### config.mk
export PLATFORM = sky130hd
export DESIGN_NAME = subtractor_32bit_seq
export DESIGN_NICKNAME = d
export VERILOG_FILES = /design/src/rtl/subtractor_32bit_seq_pkg.sv /design/src/rtl/subtractor_32bit_seq_sub_8bit.sv /design/src/rtl/subtractor_32bit_seq.sv
export SDC_FILE = /design/constraint.sdc
export NUM_CORES = 1
export LEC_CHECK = 0
export BUFFER_PORTS_ARGS = -buffer_cell sky130_fd_sc_hd__buf_2
export CORE_ASPECT_RATIO = 1.4
export CORE_MARGIN = 3
export CORE_UTILIZATION = 58
export DETAILED_ROUTE_END_ITERATION = 12
export PLACE_DENSITY = 0.84
export RECOVER_POWER = 50
export SETUP_SLACK_MARGIN = 0.3
export SLEW_MARGIN = 20
export SYNTH_ARGS = -nofsm -noshare
export SYNTH_HDL_FRONTEND = slang
export SYNTH_HIERARCHICAL = 1
export SYNTH_SLANG_ARGS = --single-unit
### constraint.sdc
create_clock -name clk -period 7.5 [get_ports clk]
set_clock_uncertainty 0.15 [all_clocks]
set_input_delay 1.125 -clock clk [delete_from_list [all_inputs] [get_ports clk]]
set_output_delay 1.125 -clock clk [all_outputs]
set_load 0.05 [all_outputs]
### src/rtl/subtractor_32bit_seq_pkg.sv
// Shared definitions for the slice-serial subtractor: FSM state encoding and
// default operand/slice widths.
package subtractor_32bit_seq_pkg;

    localparam int unsigned DEF_WIDTH   = 32;
    localparam int unsigned DEF_SLICE_W = 8;

    typedef enum logic [1:0] {
        IDLE = 2'd0,
        CALC = 2'd1,
        DONE = 2'd2
    } state_t;

endpackage

### src/rtl/subtractor_32bit_seq_sub_8bit.sv
// Combinational W-bit slice subtractor: diff = a - b - bin, bout = borrow out.
module sub_8bit #(
    parameter int unsigned W = 8
) (
    input  logic [W-1:0] a_i,
    input  logic [W-1:0] b_i,
    input  logic         bin_i,
    output logic [W-1:0] diff_o,
    output logic         bout_o
);

    logic [W:0] wide;

    // The extra MSB of the widened difference is set exactly when a < b + bin.
    assign wide   = {1'b0, a_i} - {1'b0, b_i} - {{W{1'b0}}, bin_i};
    assign diff_o = wide[W-1:0];
    assign bout_o = wide[W];

endmodule

### src/rtl/subtractor_32bit_seq.sv
// Multi-cycle WIDTH-bit subtractor, one SLICE_W slice per cycle, LSB first.
// Optional registered underflow output enabled by macro SUB_UNDERFLOW_FLAG_EN.
module subtractor_32bit_seq
    import subtractor_32bit_seq_pkg::*;
#(
    parameter int unsigned WIDTH   = DEF_WIDTH,
    parameter int unsigned SLICE_W = DEF_SLICE_W
) (
    input  logic             clk,
    input  logic             rst,
    input  logic             in_valid,
    output logic             in_ready,
    input  logic [WIDTH-1:0] a,
    input  logic [WIDTH-1:0] b,
    output logic             out_valid,
    input  logic             out_ready,
    output logic [WIDTH-1:0] diff
`ifdef SUB_UNDERFLOW_FLAG_EN
    ,
    output logic             underflow
`endif
);

    localparam int unsigned NSLICES = WIDTH / SLICE_W;
    localparam int unsigned IDX_W   = (NSLICES > 1) ? $clog2(NSLICES) : 1;
    localparam logic [IDX_W-1:0] LAST_IDX = IDX_W'(NSLICES - 1);

    state_t             state_q, state_d;
    logic [WIDTH-1:0]   a_q, a_d;
    logic [WIDTH-1:0]   b_q, b_d;
    logic [WIDTH-1:0]   diff_q, diff_d;
    logic               borrow_q, borrow_d;
    logic [IDX_W-1:0]   idx_q, idx_d;

    logic [SLICE_W-1:0] slice_a, slice_b, slice_diff;
    logic               slice_bout;

`ifdef SUB_UNDERFLOW_FLAG_EN
    logic               uf_q, uf_d;
`endif

    assign slice_a = a_q[idx_q*SLICE_W +: SLICE_W];
    assign slice_b = b_q[idx_q*SLICE_W +: SLICE_W];

    sub_8bit #(
        .W(SLICE_W)
    ) u_slice (
        .a_i    (slice_a),
        .b_i    (slice_b),
        .bin_i  (borrow_q),
        .diff_o (slice_diff),
        .bout_o (slice_bout)
    );

    always_comb begin
        state_d  = state_q;
        a_d      = a_q;
        b_d      = b_q;
        diff_d   = diff_q;
        borrow_d = borrow_q;
        idx_d    = idx_q;
`ifdef SUB_UNDERFLOW_FLAG_EN
        uf_d     = uf_q;
`endif
        case (state_q)
            IDLE: begin
                if (in_valid) begin
                    a_d      = a;
                    b_d      = b;
                    borrow_d = 1'b0;
                    idx_d    = '0;
`ifdef SUB_UNDERFLOW_FLAG_EN
                    uf_d     = 1'b0;
`endif
                    state_d  = CALC;
                end
            end
            CALC: begin
                diff_d[idx_q*SLICE_W +: SLICE_W] = slice_diff;
                borrow_d = slice_bout;
                if (idx_q == LAST_IDX) begin
                    idx_d   = '0;
`ifdef SUB_UNDERFLOW_FLAG_EN
                    uf_d    = slice_bout;
`endif
                    state_d = DONE;
                end else begin
                    idx_d = idx_q + IDX_W'(1);
                end
            end
            DONE: begin
                if (out_ready) begin
                    state_d = IDLE;
                end
            end
            default: state_d = IDLE;
        endcase
    end

    always_ff @(posedge clk) begin
        if (rst) begin
            state_q  <= IDLE;
            a_q      <= '0;
            b_q      <= '0;
            diff_q   <= '0;
            borrow_q <= 1'b0;
            idx_q    <= '0;
`ifdef SUB_UNDERFLOW_FLAG_EN
            uf_q     <= 1'b0;
`endif
        end else begin
            state_q  <= state_d;
            a_q      <= a_d;
            b_q      <= b_d;
            diff_q   <= diff_d;
            borrow_q <= borrow_d;
            idx_q    <= idx_d;
`ifdef SUB_UNDERFLOW_FLAG_EN
            uf_q     <= uf_d;
`endif
        end
    end

    assign in_ready  = (state_q == IDLE);
    assign out_valid = (state_q == DONE);
    assign diff      = diff_q;
`ifdef SUB_UNDERFLOW_FLAG_EN
    assign underflow = uf_q;
`endif

endmodule

==> flow_summary.json <==
{
  "numPortBuffers": 101,
  "post-dp-hpwl_mm": 7.68,
  "final_cells": 696,
  "tightestPinTransition_ns": 2.55,
  "cts_resized": 0,
  "rrSetupSlack_ns": 3.27,
  "cts_setup_buffers": 0,
  "yosysWarnings": 6,
  "cts_max_level": 3,
  "avgSynthCellArea_um2": 9.07,
  "gp_congestion": 0.837,
  "min_period_over_period_pct": 56.4,
  "grt_pass1_vias": 3726,
  "initial_utilization_pct": 61.4,
  "failed_checks": "capacitance limit, slew limit",
  "drv_slew": 65,
  "hold_violations": 0,
  "power_leakage_nw": 2.26,
  "syn2layout_area_growth_pct": 13.7,
  "overflow": 0,
  "synth_fa_ha_area_share_pct": 6.00,
  "vias": 3788,
  "grt_usage_pct": 24.7,
  "fin_nets": 683,
  "start_kind": "flop",
  "antenna_found_initial": 0,
  "synth_ff_type": "dfxtp_1",
  "drive_gt1_share_pct": 24.5,
  "synth_top_family_by_area": "simple AND/OR/NAND/NOR gates",
  "worst_ir_drop_vdd_uv": 135,
  "synthSimpleGateAreaFrac_pct": 18.8,
  "synthCells": 511,
  "p_per_area_mw_per_mm2": 221,
  "critPathArrivalTime_ns": 4.34,
  "clockBufferDepth": 2,
  "drc": 0,
  "drt-total-wl_mm": 10.5,
  "setup_violations": 0,
  "fp.dieH_um": 112,
  "hold_buffers": 0,
  "relSlewSlack_pct": -70.0,
  "end_kind": "flop",
  "grt_first_pass_wirelength_mm": 17.4,
  "cts_buffers": 9,
  "status": "finished with violations",
  "multi_input_area_mm2": 0.00231,
  "clk_pin_slew_worst_paths_ns": 0.09,
  "clkSinkCount": 101,
  "synth_nets": 600,
  "post-synth-top-area-fraction_pct": 43.6,
  "async_reset_ff_share_pct": 0,
  "layout_setup_ws_ns": 3.27,
  "vias_per_cell": 5.44,
  "drt_first_pass_iters": 4,
  "r2r-start": "idx_q[0]$_SDFFE_PP0P_",
  "worstSetupPathType": "flop to flop",
  "synth_edf_count": 0,
  "cp_max_fo": 14,
  "max_freq_mhz": 237,
  "synth-seq-area-share_pct": 43.6,
  "rows": 37,
  "wire_per_inst_um": 15.0,
  "dieArea_mm2": 0.00911,
  "num_io_pins": 102,
  "ys_ff_latch": 101,
  "muxShareOfSynthArea_pct": 8.21,
  "synth-xor-area-share_pct": 0.945,
  "placedCellCount": 680,
  "drv_cap": 1,
  "clk-insertion-delay-late_ns": 0.37,
  "power_mw": 1.17,
  "synth_compound_area_share_pct": 15.7,
  "cp_data_required_time_ns": 7.61,
  "place_ws_ns": 3.72,
  "hold_class": "flop to flop",
  "syn_area_mm2": 0.00463,
  "min_period_ns": 4.23,
  "die_w_um": 81.5,
  "cts-root-buf": "clkbuf_8",
  "diodes": 0,
  "coreArea_mm2": 0.00755,
  "yosysTopAreaCell": "dfxtp_1",
  "postRouteAntennaNets": 0,
  "grt_start_max_net_pins": 89,
  "ff_latch_area_mm2": 0.00202,
  "cts_tree": "yes",
  "min_to": "a_q[27]$_SDFFE_PP0P_",
  "whs_path_depth": 2,
  "yosysUniqueCellTypes": 45,
  "rr_worst_depth": 11,
  "tns_ns": 0,
  "min_from": "a_q[27]$_SDFFE_PP0P_",
  "fillerInstances": 591,
  "r2r-end": "diff[23]$_SDFFE_PP0P_",
  "drtIter0Drc": 187,
  "rsz0062_at_grt": "false",
  "synth.area.top_cells": "dfxtp_1, nand2_1, a21oi_1"
}
cells in the final DEF, fill, tap and decap left out, drive strengths merged, types with 3 or more instances in the layout:
master and count:
nand3 10, mux4 16, dfxtp 101, a21oi 80, nor2 9, xnor2 3
clkbuf 14, nor4b 3, ha 19, a22o 24, inv 28, nand2 141
nor2b 10, buf 102
flip-flops by register name, indices dropped and copies added (netlist names):
| signal | flops |
|---|---|
| a_q | 32 |
| b_q | 32 |
| borrow_q | 1 |
| diff | 32 |
| idx_q | 2 |
| state_q | 2 |
final cells by class:
type                    instances  area share [%]
clock buffers                  11            2.49
clock inverters                 5            1.14
inverters                      27            1.92
multi-input cells             350            43.8
flip-flops and latches        101            38.4
well taps                      97            2.30
repair buffers                105            10.0
worst max-delay path, stage by stage (launching register included):
cell and delay (ns):
dfxtp_1 0.81, clkbuf_1 0.71, mux4_2 0.59, ha_1 0.29, inv_1 0.04, ha_1 0.39
a21oi_2 0.29, nand2_2 0.08, a221oi_2 0.22, nand3b_1 0.12, nor2b_1 0.17, a22o_1 0.26
metal layers:
layer  share of wire [%]  wire length [um]  global-route usage, %  vias to the layer above
met5                   0                 0                      0                        -
met4                 4.0               414                   13.9                        0
met3                 4.7               493                   3.96                       28
met2                  52              5460                   42.6                      118
met1                  39              4100                   28.2                     1739
li1                    -                 -                      -                     1903
through the flow:
| step | hold WS, ns | utilization (%) | area (um^2) |
|---|---|---|---|
| 2_1_floorplan | 0.283 | - | 4630 |
| 3_3_place_gp | 0.289 | 67.4 | 5090 |
| 3_5_place_dp | 0.298 | 67.4 | 5090 |
| 4_1_cts | 0.311 | 70.0 | 5280 |
| 5_1_grt | 0.331 | 69.8 | 5270 |
| 6_report | 0.306 | 69.8 | 5270 |
power by group:
| part | switching, mW | leakage (nW) | total [mW] | internal [mW] |
|---|---|---|---|---|
| sequential | 0.0173 | 0.824 | 0.579 | 0.562 |
| combinational | 0.145 | 1.34 | 0.248 | 0.104 |
| clock | 0.184 | 0.0939 | 0.339 | 0.156 |
synthesized netlist by cell type (all sizes together) (3+ instances only):
cell type  instances
buf               25
inv               27
nand2            141
dfxtp            101
a21oi             80
mux4              16
nor2               9
nand3             10
nor4b              3
xnor2              3
ha                19
clkbuf             8
nor2b             10
a22o              24
logic make-up after synthesis:
family	Yosys count
AND/OR/NAND/NOR	190
XOR/XNOR	5
adder cells (fa/ha/maj)	21
AO/OA/AOI/OAI	116
multiplexers	18
flip-flops	101
buffers and inverters	60
worst max path at each step:
stage | start | to
after floorplan | idx_q[1]$_SDFFE_PP0P_ | diff[13]$_SDFFE_PP0P_
after global placement | idx_q[0]$_SDFFE_PP0P_ | diff[23]$_SDFFE_PP0P_
after CTS | idx_q[0]$_SDFFE_PP0P_ | diff[21]$_SDFFE_PP0P_
final | idx_q[0]$_SDFFE_PP0P_ | diff[23]$_SDFFE_PP0P_
after detailed placement | idx_q[0]$_SDFFE_PP0P_ | diff[23]$_SDFFE_PP0P_
after global routing | idx_q[0]$_SDFFE_PP0P_ | diff[5]$_SDFFE_PP0P_
Power figures use the tool's default switching activity.
